--- config.mk ---
export PLATFORM = sky130hd
export DESIGN_NAME = c3lib_rst_seq_ctrl
export DESIGN_NICKNAME = d
export VERILOG_FILES = /design/src/rtl/c3lib_rst_seq_pkg.sv /design/src/rtl/c3lib_rst_seq_cnt.sv /design/src/rtl/c3lib_rst_seq_ctrl.sv
export SDC_FILE = /design/constraint.sdc
export NUM_CORES = 1
export LEC_CHECK = 0
export CAP_MARGIN = 20
export CELL_PAD_IN_SITES_DETAIL_PLACEMENT = 0
export CELL_PAD_IN_SITES_GLOBAL_PLACEMENT = 1
export CORE_MARGIN = 1
export CORE_UTILIZATION = 43
export DETAILED_ROUTE_END_ITERATION = 12
export GPL_TIMING_DRIVEN = 1
export PLACE_DENSITY = 0.85
export SETUP_SLACK_MARGIN = 0.2
export SLEW_MARGIN = 30
export SYNTH_ARGS = -nofsm -noshare
export SYNTH_HDL_FRONTEND = slang
export SYNTH_HIERARCHICAL = 1
export SYNTH_SLANG_ARGS = --single-unit
export TNS_END_PERCENT = 20
--- constraint.sdc ---
create_clock -name clk -period 7.4 [get_ports clk]
set_input_delay 1.48 -clock clk [delete_from_list [all_inputs] [get_ports clk]]
set_output_delay 1.48 -clock clk [all_outputs]
set_load 0.01 [all_outputs]
--- src/rtl/c3lib_rst_seq_pkg.sv ---
// Shared types and helpers for the staged reset sequencer.
package c3lib_rst_seq_pkg;

  typedef enum logic [1:0] {IDLE, RELEASE, DONE} rst_seq_state_t;

  // A programmed delay of 0 is treated as a single cycle.
  function automatic int unsigned eff_dly(input int unsigned d);
    return (d == 0) ? 1 : d;
  endfunction

endpackage

--- src/rtl/c3lib_rst_seq_cnt.sv ---
// Loadable down-counter that saturates at 0 and flags its final step.
module c3lib_rst_seq_cnt #(
  parameter int CNT_WIDTH = 8
) (
  input  logic                 clk,
  input  logic                 rst,
  input  logic                 load,
  input  logic [CNT_WIDTH-1:0] load_val,
  output logic                 zero
);

  logic [CNT_WIDTH-1:0] cnt;

  always_ff @(posedge clk) begin
    if (rst)              cnt <= '0;
    else if (load)        cnt <= load_val;
    else if (cnt != '0)   cnt <= cnt - CNT_WIDTH'(1);
  end

  // The count reaches 0 on the coming edge, so the release lands exactly D edges after a load.
  assign zero = (cnt == CNT_WIDTH'(1));

endmodule

--- src/rtl/c3lib_rst_seq_ctrl.sv ---
// Staged reset sequencer: releases NUM_STAGES active-low resets in order, spaced by dly_cfg.
module c3lib_rst_seq_ctrl
  import c3lib_rst_seq_pkg::*;
#(
  parameter int NUM_STAGES = 4,
  parameter int CNT_WIDTH  = 8
) (
  input  logic                  clk,
  input  logic                  rst,
  input  logic                  seq_req,
  input  logic [CNT_WIDTH-1:0]  dly_cfg,
  output logic [NUM_STAGES-1:0] stage_rst_n,
  output logic                  seq_busy,
  output logic                  seq_done
);

  localparam int IDX_W = $clog2(NUM_STAGES + 1);

  rst_seq_state_t        state, state_n;
  logic [IDX_W-1:0]      idx, idx_n;
  logic [NUM_STAGES-1:0] stage_n;
  logic                  busy_n, done_n;
  logic                  load, zero;
  logic [CNT_WIDTH-1:0]  load_val;

  assign load_val = CNT_WIDTH'(eff_dly(32'(dly_cfg)));

  c3lib_rst_seq_cnt #(.CNT_WIDTH(CNT_WIDTH)) u_cnt (
    .clk      (clk),
    .rst      (rst),
    .load     (load),
    .load_val (load_val),
    .zero     (zero)
  );

  always_ff @(posedge clk) begin
    if (rst) begin
      state       <= IDLE;
      idx         <= '0;
      stage_rst_n <= '0;
      seq_busy    <= 1'b0;
      seq_done    <= 1'b0;
    end else begin
      state       <= state_n;
      idx         <= idx_n;
      stage_rst_n <= stage_n;
      seq_busy    <= busy_n;
      seq_done    <= done_n;
    end
  end

  always_comb begin
    state_n = state;
    idx_n   = idx;
    stage_n = stage_rst_n;
    busy_n  = seq_busy;
    done_n  = seq_done;
    load    = 1'b0;
    case (state)
      IDLE: begin
        stage_n = '0;
        busy_n  = 1'b0;
        done_n  = 1'b0;
        idx_n   = '0;
        if (seq_req) begin
          state_n = RELEASE;
          busy_n  = 1'b1;
          load    = 1'b1;
        end
      end
      RELEASE: begin
        // A dropped request wins over a release due on the same edge.
        if (!seq_req) begin
          state_n = IDLE;
          idx_n   = '0;
          stage_n = '0;
          busy_n  = 1'b0;
          done_n  = 1'b0;
        end else if (zero) begin
          // Shifting in a 1 keeps released bits a contiguous run from bit 0.
          stage_n = (stage_rst_n << 1) | NUM_STAGES'(1);
          idx_n   = idx + IDX_W'(1);
          load    = 1'b1;
          if (idx == IDX_W'(NUM_STAGES - 1)) begin
            state_n = DONE;
            busy_n  = 1'b0;
            done_n  = 1'b1;
          end
        end
      end
      DONE: begin
        if (!seq_req) begin
          state_n = IDLE;
          idx_n   = '0;
          stage_n = '0;
          busy_n  = 1'b0;
          done_n  = 1'b0;
        end
      end
      default: begin
        state_n = IDLE;
        idx_n   = '0;
        stage_n = '0;
        busy_n  = 1'b0;
        done_n  = 1'b0;
      end
    endcase
  end

endmodule

== Yosys cells after proc, flatten, opt, wreduce, memory -nomap -nowiden ==
Index checks and enable logic that the tools add are counted.

* Add/sub/neg operators: 2
* Reductions and logical operators: 7
* Equality and inequality tests: 8
* Muxes and demuxes: 30

{| class="wikitable"
|+ Operators with widths
! kind !! count
|-
| $mux W8 || 3
|-
| $mux W4 || 3
|-
| $mux W1 || 10
|-
| $mux W2 || 5
|-
| $mux W3 || 3
|-
| $eq A8 B1 Y1 const B || 1
|-
| $logic_not A8 Y1 || 1
|-
| $pmux W4 S2 || 1
|-
| $reduce_bool A8 Y1 || 1
|-
| $sub A8 B1 Y8 const B || 1
|-
| $pmux W2 S3 || 1
|-
| $pmux W3 S2 || 1
|-
| $ne A2 B2 Y1 const B || 2
|-
| $pmux W1 S2 || 2
|-
| $reduce_and A4 Y1 || 1
|-
| $add A3 B1 Y3 const B || 1
|-
| $eq A3 B2 Y1 const B || 1
|-
| $ne A3 B2 Y1 const B || 1
|-
| $ne A3 B3 Y1 const B || 1
|-
| $pmux W1 S3 || 1
|-
| $reduce_and A3 Y1 || 1
|-
| $eq A2 B1 Y1 const B || 1
|-
| $eq A2 B2 Y1 const B || 1
|-
| $logic_not A2 Y1 || 1
|-
| 2 further kinds || 2
|}

* Logic and storage cells: 53
* Register bits after elaboration: 19
* Output and inout bits: 6

== Longest topological paths before layout ==
Gate-level depths: netlist (run 1).

* Depth after elaboration: 5
* Depth in mapped cells: 12
* Depth with buffers taken out: 9

== Modules after synthesis ==
The synthesis (run 1) kept the hierarchy.

{| class="wikitable"
|+ Modules (own cells, without submodules)
! module !! cells each !! times used !! area each (µm²) !! sequential area each (µm²)
|-
| c3lib_rst_seq_ctrl || 67 || 1 || 618.1 || 220.2
|-
| c3lib_rst_seq_cnt || 53 || 1 || 508.0 || 160.2
|}

== Worst setup path before layout (run 1) ==
No wires, ideal clock.

* Path kind: reg2reg
* Start: register u_cnt.cnt[4]
* End: register u_cnt.cnt[3]
* Clock period less this slack: 2.818 ns
* Stages on the path, launching flop included: 12
* Data required time: 7.321 ns
* Path slack: 4.582 ns
* Data arrival time: 2.739 ns
* Cells stage by stage: dfxtp_1 or4_4 nor4b_1 buf_6 inv_1 a211oi_1 clkbuf_1 nand2b_1 nor4_4 or2_1 buf_6 a211oi_2

* Longest elaborated chain between the ends: 5
* Elaborated cells between the ends (all ways): 7
* Classes of those cells: eq/ne (1); mux (4); reduce/logical (2)

{| class="wikitable"
|+ RTL lines
! item !! line !! RTL
|-
| start, declared || c3lib_rst_seq_cnt.sv:12 || <nowiki>logic [CNT_WIDTH-1:0] cnt;</nowiki>
|-
| start signal, assigned || c3lib_rst_seq_cnt.sv:16 || <nowiki>else if (load) cnt <= load_val;</nowiki>
|-
| start signal, assigned || c3lib_rst_seq_cnt.sv:17 || <nowiki>else if (cnt != '0) cnt <= cnt - CNT_WIDTH'(1);</nowiki>
|-
| $eq A8 B1 Y1 * || c3lib_rst_seq_cnt.sv:21 || <nowiki>assign zero = (cnt == CNT_WIDTH'(1));</nowiki>
|-
| named net zero || c3lib_rst_seq_ctrl.sv:23 || <nowiki>logic load, zero;</nowiki>
|-
| $mux W1 * || c3lib_rst_seq_ctrl.sv:79 || <nowiki>end else if (zero) begin</nowiki>
|-
| $mux W1 * || c3lib_rst_seq_ctrl.sv:73 || <nowiki>if (!seq_req) begin</nowiki>
|-
| $pmux W1 S2 * || c3lib_rst_seq_ctrl.sv:59 || <nowiki>case (state)</nowiki>
|-
| named net load || c3lib_rst_seq_ctrl.sv:23 ||
|-
| $mux W8 or $reduce_bool A2 Y1 (tied branches) || n/a ||
|}

Mark *: on every way through the listed nets, which the timed path passes. The rest lies on a longest branch.
A chain may end at the register's enable or synchronous reset.

== Final worst setup path (run 1) ==
* Start: input seq_req
* End: register u_cnt.cnt[3]

* Longest elaborated chain between the ends: 3
* Elaborated cells between the ends (all ways): 5
* Classes of those cells: mux (4); reduce/logical (1)

{| class="wikitable"
|+ RTL lines
! item !! line !! RTL
|-
| start, declared || c3lib_rst_seq_ctrl.sv:10 || <nowiki>input logic seq_req,</nowiki>
|-
| $mux W1, on equally long branches || c3lib_rst_seq_ctrl.sv:73, c3lib_rst_seq_ctrl.sv:65 ||
|-
| $pmux W1 S2 * || c3lib_rst_seq_ctrl.sv:59 ||
|-
| named net load || c3lib_rst_seq_ctrl.sv:23 ||
|-
| $mux W8 or $reduce_bool A2 Y1 (tied branches) || n/a ||
|}

Marked as above.

==> results of run 1 <==
worst max path at each step:
stage	slack, ns	to	startpoint
3_5_place_dp	3.76	u_cnt/cnt[4]	seq_req
3_3_place_gp	3.81	u_cnt/cnt[4]	seq_req
6_report	4.04	u_cnt/cnt[3]	seq_req
4_1_cts	4.06	u_cnt/cnt[3]	seq_req
5_1_grt	3.87	u_cnt/cnt[4]	seq_req
2_1_floorplan	4.58	u_cnt/cnt[3]	u_cnt/cnt[4]
area by class of cell:
class / instances / area (µm²) / area share
Tap cell: 30 / 37.5 / 0.0294
Multi-Input combinational cell: 80 / 636 / 0.497
Clock inverter: 1 / 5.00 / 0.00391
Clock buffer: 3 / 22.5 / 0.0176
Sequential cell: 19 / 380 / 0.297
Timing Repair Buffer: 17 / 168 / 0.131
Inverter: 8 / 30.0 / 0.0235
routing by layer:
| metal | up-vias | part of all wire | GRT usage | wire [µm] |
|---|---|---|---|---|
| met5 | - | 0 | 0 | 0 |
| met4 | 0 | 0 | 0.0395 | 0 |
| met3 | 0 | 0.025 | 0.0259 | 50 |
| met2 | 17 | 0.44 | 0.241 | 873 |
| met1 | 379 | 0.54 | 0.241 | 1070 |
| li1 | 425 | - | - | - |
state kept, by name (all words and copies together), names as in the netlist:
| signal | flops |
|---|---|
| stage_rst_n | 4 |
| idx | 3 |
| u_cnt/cnt | 8 |
| state | 2 |
| seq_busy | 1 |
| seq_done | 1 |
synth_stat cells, types with 2 or more instances:
master     n
a211oi_1   2
a211oi_2   4
a21o_1     2
a21oi_1    4
a22oi_1    4
a22oi_2    2
and2b_1    2
buf_6      5
clkbuf_1   8
dfxtp_1   19
ha_1       5
inv_1      7
mux2_4     2
mux2i_1    2
nand2_1    5
nand2b_1   2
nor2_1    13
nor2_2     2
nor3_1     2
nor3b_1    2
o21ai_0    2
xnor2_1    5
xor2_1     2
stage by stage:
step / worst slack (ns) / area [µm²]
after floorplan: 4.58 / 1130
after global placement: 3.81 / 1250
after detailed placement: 3.76 / 1250
after CTS: 4.06 / 1280
after global routing: 3.87 / 1280
final: 4.04 / 1280
critical path: stages:
cell and delay [ns]:
clkdlybuf4s50_1 0.49, inv_1 0.04, a211oi_1 0.65, clkinv_1 0.53, nor2_1 0.27, a211oi_2 0.07
power groups by stage:
stage / registers, W / logic [W] / clock network [W]
5_1_grt: 0.000127 / 0.0000880 / 0.0000583
3_5_place_dp: 0.000127 / 0.0000789 / 0
3_3_place_gp: 0.000127 / 0.0000774 / 0
6_report: 0.000125 / 0.0000800 / 0.0000535
2_1_floorplan: 0.000125 / 0.0000671 / 0
4_1_cts: 0.000125 / 0.0000801 / 0.0000554
cells by family after synthesis:
| kind of cell | Yosys count | synth area share |
|---|---|---|
| fa+ha+maj | 5 | 0.0556 |
| mux | 5 | 0.0544 |
| simple gates | 37 | 0.200 |
| flops | 19 | 0.338 |
| buf+inv | 21 | 0.103 |
| compound gates | 26 | 0.194 |
| xor+xnor | 7 | 0.0544 |
==> run_results.csv, run 1 <==
group,metric,value,unit
pwr,internal-power,0.000173,W
worst_setup_path,critPathArrivalTime,3.54,ns
layout,stdcell_count,158,
floorplan,start_util,0.455,
yosys,synth_edf_count,0,
clock_network,worstSkewPairLatency,0.29,ns
timing,period_share,0.454,
timing,finalMaxSlewViolations,0,
layout,layout_common_cells,"19 x dfxtp_1, 16 x clkdlybuf4s50_1, 13 x nor2_1",
yosys,synth_top_area_share,0.338,
yosys,synth_top_area_cell,"dfxtp_1",
clock_network,post_cts_buffers,0,
worst_setup_path,path_class,"input pin to flop",
timing,max_freq,298,MHz
clock_network,cts_buffers,3,
global_route,grt_max_degree,12,
layout,fin_nets,145,
pwr,p_leak,0.478,nW
global_route,grt-ovfl-total,0,
detailed_routing,drt-total-wl,1990,µm
pwr,power_density,202,nW/µm²
global_route,grt_pass1_wl,3420,µm
timing,period_needed,3.36,ns
worst_hold_path,min-delay-start,"stage_rst_n[0]",
detailed_routing,drt-initial-drc-count,19,
global_route,antenna_found_initial,0,
timing,finClkSkew,0.00441,ns
clock_network,h-tree-depth,1,
yosys,synth_nets,136,
detailed_routing,num_vias,821,
yosys,async_reset_ff_frac,0,
yosys,ys_ff_latch,19,
pwr,ir_worst_vdd,89.5,µV
yosys,avgSynthCellArea,9.38,µm²
global_route,grt_use_total,0.163,
yosys,synth_area_leaders,"dfxtp_1 34%, ha_1 5.6%, buf_6 5.0%",
pwr,switching_share,0.333,
layout,areaGrowthSynthToFinish,13.6,%
layout,drive_above_1_share,0.188,
worst_setup_path,crit_required,7.58,ns
yosys,yosysUniqueCellTypes,40,
worst_setup_path,r2r-start,"u_cnt/cnt[4]",
yosys,ys.warnings.count,6,
timing,tightest_slew,0.778,ns
run_status,violations,"DRC",
pwr,seq_power_share,0.484,
layout,num_antenna_cells,0,
worst_hold_path,hold_path_class,"flop to flop",
timing,rsz0062_at_grt,"no",
floorplan,io_pins,17,
detailed_routing,routedWlPerCell,12.6,µm
clock_network,cts_tree,"built",
timing,setup_viol,0,
floorplan,die_area,2830,µm²
pwr,power.switching,0.0000861,W
clock_network,cts_resized,0,
place,io_buffers,16,
pwr,p_clk_frac,0.207,
yosys,synth_flop_cell,"dfxtp_1",
detailed_routing,first_pass_iters,11,
clock_network,clk_path_buf_depth,2,
clock_network,cts.clk_slew.worst_paths,0.12,ns
layout,fill_cells,230,
worst_hold_path,worstHoldPathCells,2,
worst_setup_path,crit_path_start_kind,"input pin",
clock_network,root_buffer,"clkbuf_4",
detailed_routing,drc,1,
floorplan,die_h,53.2,µm
clock_network,hold_buffers,0,
yosys,syn_area,1130,µm²
global_route,grt_pass1_vias,748,
worst_setup_path,reg2reg_depth,8,
pwr,power_frac_comb,0.309,
layout,utilization,0.516,
worst_hold_path,min_to,"stage_rst_n[0]",
yosys,synth_cells,120,
job,max-cap-violations,0,
worst_setup_path,timing.critical_path.fanout_max,9,
layout,mostFrequentLayoutCell,"dfxtp_1",
clock_network,clock_sinks,19,
floorplan,core-area,2480,µm²
pwr,p_total,0.000259,W
place,place.gp.congestion,0.763,
timing,hold_ws,0.502,ns
detailed_routing,ant_nets,0,
timing,setup_tns,0,ns
timing,max_slew_margin,0.478,
yosys,ys_seq_area_frac,0.338,
worst_setup_path,r2r_slack,4.20,ns
floorplan,rows,18,
floorplan,die_w,53.2,µm
timing,hold_viol,0,
run_status,status,"finished, violations left",
detailed_routing,routed_via_density,5.20,
worst_setup_path,endpoint_kind,"flop",
worst_setup_path,reg2reg_to,"u_cnt/cnt[3]",
place,dp_hpwl,1430,µm
place,placed_cells,154,
Note: power is estimated with default switching activity, not from simulation.
==> run 2, diff against run 1 <==
--- a/config.mk
+++ b/config.mk
@@ -9,10 +9,10 @@
 export CELL_PAD_IN_SITES_DETAIL_PLACEMENT = 0
 export CELL_PAD_IN_SITES_GLOBAL_PLACEMENT = 1
 export CORE_MARGIN = 1
-export CORE_UTILIZATION = 43
+export CORE_UTILIZATION = 36
 export DETAILED_ROUTE_END_ITERATION = 12
 export GPL_TIMING_DRIVEN = 1
-export PLACE_DENSITY = 0.85
+export PLACE_DENSITY = 0.77
 export SETUP_SLACK_MARGIN = 0.2
 export SLEW_MARGIN = 30
 export SYNTH_ARGS = -nofsm -noshare
==> constraint.sdc (replaced) <==
create_clock -name clk -period 2.91 [get_ports clk]
set_input_delay 0.582 -clock clk [delete_from_list [all_inputs] [get_ports clk]]
set_output_delay 0.582 -clock clk [all_outputs]
set_load 0.01 [all_outputs]
==> run 2 against run 1 <==
The flow now finishes without violations. Setup slack lost 3.7 ns. Largest cell class unchanged. Utilization fell by 6.4 points. Clock skew shrank 0.0018 ns. Worst hold slack got worse by 0.018 ns. Largest power group unchanged. Sequential cell count unchanged. Sequential power grew to 2.5 times the previous value. Die area rose by 19%. Via count is 1.2% higher. Sequential share of layout area is 0.26 points lower. First-iteration DRC count fell by 11%.
==> run_results.csv, run 2 (synthesis gave the netlist of run 1 again) <==
group,metric,value,unit
floorplan,core-area,2850,µm²
worst_setup_path,timing.critical_path.fanout_max,6,
clock_network,h-tree-depth,1,
timing,max_slew_margin,0.673,
timing,rsz0062_at_grt,"yes",
clock_network,cts.clk_slew.worst_paths,0.10,ns
floorplan,rows,19,
timing,tightest_slew,0.488,ns
clock_network,cts_tree,"built",
floorplan,die_w,57.9,µm
place,dpl_cell_area,1260,µm²
detailed_routing,drt-total-wl,1960,µm
detailed_routing,num_vias,831,
worst_setup_path,crit_required,3.13,ns
worst_setup_path,endpoint_kind,"flop",
timing,finClkSkew,0.00262,ns
layout,biggestRegsByFlops,"u_cnt/cnt: 8 flops, stage_rst_n: 4 flops, idx: 3 flops",
floorplan,io_pins,17,
place,place.gp.congestion,0.752,
timing,finalMaxSlewViolations,0,
timing,period_needed,2.54,ns
detailed_routing,first_pass_iters,4,
timing,setup_viol,0,
detailed_routing,routedWlPerCell,12.2,µm
global_route,antenna_found_initial,0,
clock_network,cts_buffers,3,
clock_network,clock_sinks,19,
layout,layout_common_cells,"19 x dfxtp_1, 16 x clkdlybuf4s50_1, 13 x nor2_1",
detailed_routing,routed_via_density,5.19,
layout,num_antenna_cells,0,
place,dp_hpwl,1540,µm
detailed_routing,drc,0,
global_route,grt_pass1_vias,758,
worst_hold_path,hold_path_class,"flop to flop",
layout,areaGrowthSynthToFinish,14.6,%
clock_network,worstSkewPairLatency,0.29,ns
global_route,grt_use_total,0.126,
layout,final_area,1290,µm²
global_route,grt_pass1_wl,3270,µm
worst_setup_path,crit_path_start_kind,"flop",
pwr,ir_worst_vdd,312,µV
detailed_routing,ant_nets,0,
floorplan,die_area,3360,µm²
pwr,p_leak,0.479,nW
timing,max_freq,393,MHz
timing,setup_ws,0.368,ns
worst_setup_path,path_class,"flop to flop",
floorplan,die_h,57.9,µm
layout,fin_nets,146,
layout,mostFrequentLayoutCell,"dfxtp_1",
timing,period_share,0.874,
run_status,status,"finished clean",
place,post-place-ws,0.389,ns
layout,drive_above_1_share,0.194,
place,io_buffers,16,
timing,setup_tns,0,ns
clock_network,clk_path_buf_depth,2,
pwr,power_density,506,nW/µm²
global_route,grt-ovfl-total,0,
layout,largest_reg_flops,8,
floorplan,start_util,0.395,
global_route,grt_max_degree,11,
clock_network,hold_buffers,0,
layout,top_register,"u_cnt/cnt",
worst_setup_path,critPathArrivalTime,2.76,ns
detailed_routing,drt-initial-drc-count,17,
clock_network,root_buffer,"clkbuf_4",
job,max-cap-violations,0,
timing,hold_viol,0,
## run 2: changes by cell type in the layout (fill, tap and decap cells not counted), sizes merged
cell / previous run / this run
buf: 1 / 2
clkinv: 2 / 0
clkbuf: 3 / 4
clkinvlp: 0 / 1
## run 2: routing by layer
metal	GRT usage	wire length, µm	vias up
met2	0.212	979	16
met3	0.0268	65	2
met5	0	0	-
met1	0.156	897	384
met4	0.0510	13	0
li1	-	-	429
## run 2: area by class of cell
cell class,instances,area (µm²)
Fill cell,286,1560
Tap cell,31,38.8
Timing Repair Buffer,18,175
Clock buffer,4,26.3
Inverter,8,33.8
Multi-Input combinational cell,80,636
Sequential cell,19,380
## run 2: worst max-delay path, stage by stage (launching register included)
cell,delay [ns]
dfxtp_1,0.34
or4_4,0.58
nor4b_2,0.31
inv_1,0.11
a211oi_1,0.33
nand2b_1,0.20
nor4_4,0.06
or2_1,0.35
a211oi_2,0.19
## run 2: metrics by stage
stage / std cells / hold slack [ns] / util / total power, W
finish: 160 / 0.485 / 0.452 / 0.000653
global route: 160 / 0.510 / 0.452 / 0.000702
CTS: 160 / 0.486 / 0.451 / 0.000662
detailed placement: 156 / 0.471 / 0.442 / 0.000529
global placement: 156 / 0.466 / 0.442 / 0.000525
floorplan: 120 / 0.464 / - / 0.000491
## run 2: final timing paths
path / startpoint / to / slack (ns) / cells after the start
setup reg to reg: u_cnt/cnt[4] / u_cnt/cnt[6] / 0.37 / 8
setup / recovery: u_cnt/cnt[4] / u_cnt/cnt[6] / 0.37 / 8
hold reg to reg: stage_rst_n[0] / stage_rst_n[0] / 0.48 / 2
hold / removal: stage_rst_n[0] / stage_rst_n[0] / 0.48 / 2
## run 2: repair_timing
item | CTS | global route
buffers inserted | 0 | 0
endpoints found under the setup margin | 0 | 5
gates resized for setup | 0 | 1
## run 2: power by group
group          internal, W  switching (W)  total, W
Combinational     0.000103       0.000102  0.000205
Clock            0.0000532      0.0000766  0.000130
Sequential        0.000286      0.0000327  0.000318
Total             0.000442       0.000211  0.000653
